$ cat config.mk
export PLATFORM = sky130hd
export DESIGN_NAME = icache
export DESIGN_NICKNAME = d
export VERILOG_FILES = /design/src/rtl/icache.sv
export SDC_FILE = /design/constraint.sdc
export NUM_CORES = 2
export LEC_CHECK = 0
export ABC_AREA = 0
export BUFFER_PORTS_ARGS = -buffer_cell sky130_fd_sc_hd__buf_2
export CAP_MARGIN = 20
export CORE_MARGIN = 1
export CORE_UTILIZATION = 55
export CTS_BUF_LIST = sky130_fd_sc_hd__clkbuf_16
export CTS_CLUSTER_DIAMETER = 120
export CTS_CLUSTER_SIZE = 8
export DETAILED_ROUTE_END_ITERATION = 8
export PLACE_DENSITY = 0.74
export SYNTH_ARGS = -nofsm -noshare
export SYNTH_HDL_FRONTEND = slang
export SYNTH_SLANG_ARGS = --single-unit
$ cat constraint.sdc
create_clock -name clk_in -period 2.8 [get_ports clk_in]
set_clock_uncertainty 0.1 [all_clocks]
set_input_delay 0.28 -clock clk_in [delete_from_list [all_inputs] [get_ports clk_in]]
set_output_delay 0.28 -clock clk_in [all_outputs]
set_load 0.05 [all_outputs]
$ cat src/rtl/icache.sv
// icache: direct-mapped instruction cache (2^INDEX_WIDTH lines, one 32-bit fetch word per line).
// Define ICACHE_STAT_EN to add the hit_cnt/miss_cnt lookup statistics ports.
module icache #(
  parameter int INDEX_WIDTH = 6,
  parameter int ADDR_WIDTH  = 18
) (
  input  logic        clk_in,
  input  logic        rst_in,
  input  logic        rdy_in,
  input  logic        invalidate,
  input  logic        icache_enable,
  input  logic [31:0] icache_addr,
  output logic        icache_hit,
  output logic [31:0] icache_data,
  input  logic        write_ready,
  input  logic [31:0] write_addr,
  input  logic [31:0] write_inst
`ifdef ICACHE_STAT_EN
  ,
  output logic [31:0] hit_cnt,
  output logic [31:0] miss_cnt
`endif
);

  localparam int LINES = 1 << INDEX_WIDTH;
  localparam int TAG_W = ADDR_WIDTH - INDEX_WIDTH - 1;

  // I/O space and odd addresses are never cached.
  function automatic logic is_cacheable(input logic [31:0] addr);
    return (addr[17:16] != 2'b11) && (addr[0] == 1'b0);
  endfunction

  logic [LINES-1:0]       valid_q, valid_d;
  logic [TAG_W-1:0]       tag_q  [LINES];
  logic [31:0]            line_q [LINES];
  logic                   hit_q, hit_d;
  logic [31:0]            rdata_q, rdata_d;

  logic [INDEX_WIDTH-1:0] rd_idx_s, wr_idx_s;
  logic [TAG_W-1:0]       rd_tag_s, wr_tag_s;
  logic                   fill_s, raw_hit_s, lk_hit_s;
  logic [31:0]            lk_word_s;
  logic                   unused_addr_s;

  assign rd_idx_s = icache_addr[INDEX_WIDTH:1];
  assign wr_idx_s = write_addr[INDEX_WIDTH:1];
  assign rd_tag_s = icache_addr[ADDR_WIDTH-1:INDEX_WIDTH+1];
  assign wr_tag_s = write_addr[ADDR_WIDTH-1:INDEX_WIDTH+1];
  assign unused_addr_s = ^{icache_addr[31:ADDR_WIDTH], write_addr[31:ADDR_WIDTH]};

  // invalidate wins over a same-cycle fill
  assign fill_s   = rdy_in & write_ready & ~invalidate & is_cacheable(write_addr);
  assign lk_hit_s = raw_hit_s & icache_enable & ~invalidate & is_cacheable(icache_addr);

  // Tag compare with write-first bypass when a fill targets the looked-up line
  always_comb begin
    lk_word_s = line_q[rd_idx_s];
    raw_hit_s = 1'b0;
    if (fill_s && (wr_idx_s == rd_idx_s)) begin
      lk_word_s = write_inst;
      raw_hit_s = (wr_tag_s == rd_tag_s);
    end else begin
      raw_hit_s = valid_q[rd_idx_s] && (tag_q[rd_idx_s] == rd_tag_s);
    end
  end

  // Next-state for valid bits and the registered lookup stage
  always_comb begin
    valid_d = valid_q;
    hit_d   = hit_q;
    rdata_d = rdata_q;
    if (rdy_in) begin
      hit_d = lk_hit_s;
      if (lk_hit_s) begin
        rdata_d = lk_word_s;
      end else begin
        rdata_d = rdata_q;
      end
      if (invalidate) begin
        valid_d = '0;
      end else if (fill_s) begin
        valid_d[wr_idx_s] = 1'b1;
      end else begin
        valid_d = valid_q;
      end
    end else begin
      valid_d = valid_q;
    end
  end

  // Valid bits and lookup outputs
  always_ff @(posedge clk_in or negedge rst_in) begin
    if (!rst_in) begin
      valid_q <= '0;
      hit_q   <= 1'b0;
      rdata_q <= 32'h0000_0000;
    end else begin
      valid_q <= valid_d;
      hit_q   <= hit_d;
      rdata_q <= rdata_d;
    end
  end

  // Tag/data storage; contents are qualified by valid_q so no reset needed
  always_ff @(posedge clk_in) begin
    if (fill_s) begin
      tag_q[wr_idx_s]  <= wr_tag_s;
      line_q[wr_idx_s] <= write_inst;
    end
  end

  assign icache_hit  = hit_q;
  assign icache_data = rdata_q;

`ifdef ICACHE_STAT_EN
  logic [31:0] hit_cnt_q, hit_cnt_d, miss_cnt_q, miss_cnt_d;

  // Exactly one counter advances per accepted lookup
  always_comb begin
    hit_cnt_d  = hit_cnt_q;
    miss_cnt_d = miss_cnt_q;
    if (rdy_in && icache_enable) begin
      if (lk_hit_s) begin
        hit_cnt_d = hit_cnt_q + 32'd1;
      end else begin
        miss_cnt_d = miss_cnt_q + 32'd1;
      end
    end else begin
      hit_cnt_d  = hit_cnt_q;
      miss_cnt_d = miss_cnt_q;
    end
  end

  // Statistics registers
  always_ff @(posedge clk_in or negedge rst_in) begin
    if (!rst_in) begin
      hit_cnt_q  <= 32'h0000_0000;
      miss_cnt_q <= 32'h0000_0000;
    end else begin
      hit_cnt_q  <= hit_cnt_d;
      miss_cnt_q <= miss_cnt_d;
    end
  end

  assign hit_cnt  = hit_cnt_q;
  assign miss_cnt = miss_cnt_q;
`endif

endmodule

* Word level (Yosys, flattened, before mapping)
Memories as Yosys holds them, arrays and structs flattened. A register that Yosys moved wholly into a read port is not among the register bits.
Cells that the tools add are included.
** Word-level totals
- Input bits :: 102
- Memories kept :: 2
- RAM bits :: 2752
- Word-level logic and storage cells :: 40
- Flip-flop bits (word level) :: 65
** Operators by class
- Muxes and demuxes :: 9
- Order comparisons :: 3
- Bitwise gates (word level) :: 10
- Reduce and logical (&&, ||, !) cells :: 9
- Eq/ne operators :: 5
** Memory list
- line_q :: depth 64, bits a word 32, rd ports 1, clocked after memory_dff 1, wr ports 1, RTL line 35 : logic [31:0] line_q [LINES];
- tag_q :: depth 64, bits a word 11, rd ports 1, clocked after memory_dff 0, wr ports 1, RTL line 34 : logic [TAG_W-1:0] tag_q [LINES];
** Operators by type and width (count)
- $mux 64 :: 2
- $or 64x64->64 :: 1
- $eq 11x11->1 :: 2
- $lt 6x7->1 const B :: 2
- $and 1x1->1 :: 6
- $bmux 1 s6 :: 1
- $demux 1 s6 :: 1
- $eq 6x6->1 :: 1
- $ge 6x1->1 const B :: 1
- $logic_and 1x1->1 :: 5
- $mux 1 :: 5
- $ne 2x2->1 const B :: 2
- $reduce_and 2->1 :: 2
- $not 1->1 :: 3
- $reduce_bool 2->1 :: 1
- $logic_not 1->1 :: 1

* Depth between registers and ports, before layout
- Depth after elaboration :: 9
- Depth in mapped cells :: 16

* Worst setup path after synthesis
No wires, ideal clock.
- Path kind :: input -> register
- Start :: input write_addr[3]
- End :: memory line_q[28][0], enable pin
- Path slack :: -1.039 ns
- Data arrival time :: 3.295 ns
- Setup time :: 0.444 ns
- Stages :: 4
- Buffers on the path :: 1
- Cell sequence :: clkbuf_1 nor3b_1 nand2_1 nor2_1
** RTL lines
- start, declared :: RTL line 16 : input logic [31:0] write_addr,
- end, declared :: RTL line 35
No word-level cell before the write port.

* Worst setup path in the final report
- Start :: memory tag_q[37][0] (netlist name)
- End :: register rdata_q[5] (netlist: icache_data[5]) (read register of line_q)
** Between the ends
- Cells in the longest elaborated chain, start to end :: 8
** RTL lines
- start, declared :: RTL line 34
- $mem_v2 64x11
- $eq 11x11->1 :: RTL line 63 : raw_hit_s = valid_q[rd_idx_s] && (tag_q[rd_idx_s] == rd_tag_s);
- $logic_and 1x1->1 :: RTL line 63
- $mux 1 :: RTL line 59 : if (fill_s && (wr_idx_s == rd_idx_s)) begin
- $and 1x1->1 (3 in series) :: RTL line 53 : assign lk_hit_s = raw_hit_s & icache_enable & ~invalidate & is_cacheable(icache_addr);
- $reduce_and 2->1 (no source line)
- end, declared :: RTL line 37 : logic [31:0] rdata_q, rdata_d;
No other way between the ends.
A chain may end at the register's enable or synchronous reset.

==> results.md <==
- Placer Congestion: 0.8656
- TritonCTS clock tree: built
- Worst Path Class, Setup: reg -> reg
- Drt first pass iters: 8
- Initial Util: 55.52%
- Antenna violations before repair: 12
- Worst Setup SP: tag_q[37][0]$_DFFE_PP_
- Pin count of the biggest net entering global routing: 77
- Gr usage total: 32.37%
- Tmin final: 3421 ps
- Layout cells sized above 1: 33.51%
- Status: finished, violations left
- Skew-Pair Late Insertion Delay: 980 ps
- Final nets: 5807
- Post-synth EDFFs: 2752
- Placed instance count: 7881
- Width of the die: 448.9 um
- Syn Inst Count: 4867
- Vias: 59440
- Worst VDD drop: 558.8 uV
- Iter 0 DRT Violations: 9019
- Worst setup SP type: register
- Num CTS Buffers: 406
- Flops & latches, synth: 2849
- Layout fillers: 11930
- Async set-reset flop share out of synthesis: 3.405%
- Slew headroom: 33.41%
- Worst Hold Class: in -> reg
- R2R depth: 11
- Tcrit/Tclk final: 122.2%
- Violated checks: negative setup slack
- Post-synthesis sequential area ratio: 77.45%
- Max-cap violation count: 0
- CP Max Fanout: 7
- Die H: 448.9 um
- Worst reg2reg path endpoint: icache_data[5]$_DFFE_PN0P_
- Most area-hungry cell type in the Yosys netlist: edfxtp_1
- Clock Sinks: 2849
- DRC: 0
- Avg Cell Area, Syn: 22.57 um2
- Commonest non-fill, non-tap cell in the layout: edfxtp_1
- IO buf count: 106
- Post-DRT Antenna Nets: 0
- Vias in the first global route: 60590
- Std cell rows: 163
- # H-tree levels: 5
- Die ar.: 201500 um2
- Setup ws final: -621.4 ps
- RSZ-0062 raised after global routing: yes
- First-pass GRT wire length: 455.1 mm
- WP data required: 3540 ps
- WP data arrival: 4160 ps
- Setup slack, reg-to-reg: -620 ps
- Power Dens Cells: 722.1 nW/um2
- Fin cells: 8506
- Post-DR wirelength/cell: 38.32 um
- Layout area overhead: 18.74%
- Hold path cells: 2
- Pre-CTS worst setup slack: -1280 ps
- Hold path startpoint: write_inst[30]
- Reg2Reg Launch Point: tag_q[37][0]$_DFFE_PP_
- Unique masters post-synth: 72
- Worst-path clk slew: 50 ps
- Ports: 135
- Most frequent cells in the layout: 2752 x edfxtp_1, 759 x mux4_2, 411 x clkbuf_16
- Placeable core area: 197800 um2
- Final Hold Vio Count: 0
- Bufs on Longest Clock Path: 4
- Routed vias/inst: 6.988
- Synth Flop Type: edfxtp_1
- Detail Placement HPWL: 176.4 mm
- Yosys warns: 0
- Final Slew Violations: 0
- Yosys top cell area share: 75.24%
- Net Count, Synth: 4969
- Dominant cells by area after synthesis: edfxtp_1 75%, mux4_2 16%, dfrtp_1 2.2%
- Post-Synthesis Cell Area: 109800 um2
- WHS Endpoint: line_q[53][30]$_DFFE_PP_
- Grt ovf: 0
- Finish-stage setup viols: 33
- Slew @ Worst Pin: 990.3 ps
- CTS root buf: clkbuf_16
- CP Capture Type: register
- Max Clk Rate: 0.2923 GHz
- Leakage: 0.04343 uW
- Final WL: 325.9 mm
[worst max-delay path by stage]
stage / to / slack [ps] / depth (start not counted)
3_3_place_gp: icache_data[31]$_DFFE_PN0P_ / -1320 / 12
4_1_cts: icache_data[19]$_DFFE_PN0P_ / -710 / 12
6_report: icache_data[5]$_DFFE_PN0P_ / -620 / 11
2_1_floorplan: icache_data[0]$_DFFE_PN0P_ / -410 / 11
5_1_grt: icache_data[2]$_DFFE_PN0P_ / -670 / 11
3_5_place_dp: icache_data[10]$_DFFE_PN0P_ / -1280 / 12
[layer usage]
metal | GRT usage, % | part of all wire [%]
met1 | 42.06 | 33
met2 | 50.70 | 47
met3 | 8.258 | 13
met4 | 17.38 | 6.5
met5 | 0 | 0.0077
[synthesized netlist by cell type, types with 4 or more instances]
library cell and n:
a2111oi_0 5, a211oi_1 4, a21oi_1 80, a221oi_1 8, a222oi_1 31, a22oi_1 47
a32oi_1 4, and2_1 8, and4_1 4, buf_1 29, buf_2 69, buf_4 25
buf_6 15, buf_8 5, clkbuf_1 125, dfrtp_1 97, edfxtp_1 2752, mux2_2 5
mux2_4 29, mux2i_1 132, mux4_2 759, nand2_1 211, nand2b_1 7, nand3_1 44
nand3b_1 4, nand4_1 63, nor2_1 163, nor2b_1 15, nor3_1 9, nor3b_1 6
nor4_1 7, o211ai_1 4, o21ai_0 7, o21ai_1 4, o221ai_1 4, o22ai_1 7
xnor2_1 6, xor2_1 14
[what timing repair did]
item	CTS	global route
hold endpoints to repair	2740	0
gates cloned	3	0
gates resized for setup	16	14
endpoints found under the setup margin	33	33
setup buffers	4	2
pin swaps	5	8
hold buffers	50	0
[kinds of logic (layout without fill, tap and decap cells)]
family                 Yosys count  after routing  share of synthesized area (%)
AO/OA/AOI/OAI                  240            240                          1.589
XOR/XNOR                        20             20                         0.1595
buffers and inverters          276           1264                          1.276
flip-flops                    2849           2849                          77.45
multiplexers                   925            925                          17.21
other                            0             11                              0
AND/OR/NAND/NOR                557            557                          2.312
[critical path, cell delays in order, from the launching register on]
cell and delay (ps):
edfxtp_1 390, mux4_2 480, mux4_2 510, a22oi_2 250
nand3_2 120, xor2_2 170, a2111oi_4 270, buf_4 190
a41oi_4 120, buf_12 200, buf_16 180, mux2_4 320
[area by class of cell]
class,count,area (um2),share of cell area [%]
flip-flops and latches,2849,85070,65.23
multi-input cells,1742,24020,18.42
clock buffers,411,10280,7.886
repair buffers,699,7088,5.435
well taps,2640,3303,2.533
clock inverters,147,596.8,0.4576
inverters,7,33.78,0.02590
diodes,11,27.53,0.02111
[sequential cells by signal, indices dropped and copies added, names as in the netlist]
register and count:
icache_data 32, icache_hit 1, line_q 2048, tag_q 704, valid_q 64
[stage by stage]
step | hold slack [ps] | setup TNS [ps] | util [%] | total power, uW | instance area [um2]
4_1_cts | 1.674 | -22200 | 65.91 | 94290 | 130400
6_report | 55.82 | -19530 | 65.93 | 94180 | 130400
3_3_place_gp | 153.5 | -41320 | 60.04 | 51940 | 118800
5_1_grt | 37.95 | -20970 | 65.92 | 96120 | 130400
3_5_place_dp | 161.1 | -39870 | 60.04 | 52040 | 118800
2_1_floorplan | -115.6 | -383710 | - | 50050 | 110600
[where the power goes]
group          switching (uW)  total (uW)  leakage [uW]  internal [uW]
Combinational            2670        4560        0.0115           1880
Sequential               18.6       46900        0.0261          46900
Clock                   17000       42700       0.00585          25700
No activity file was read; power rests on OpenSTA's default activity.
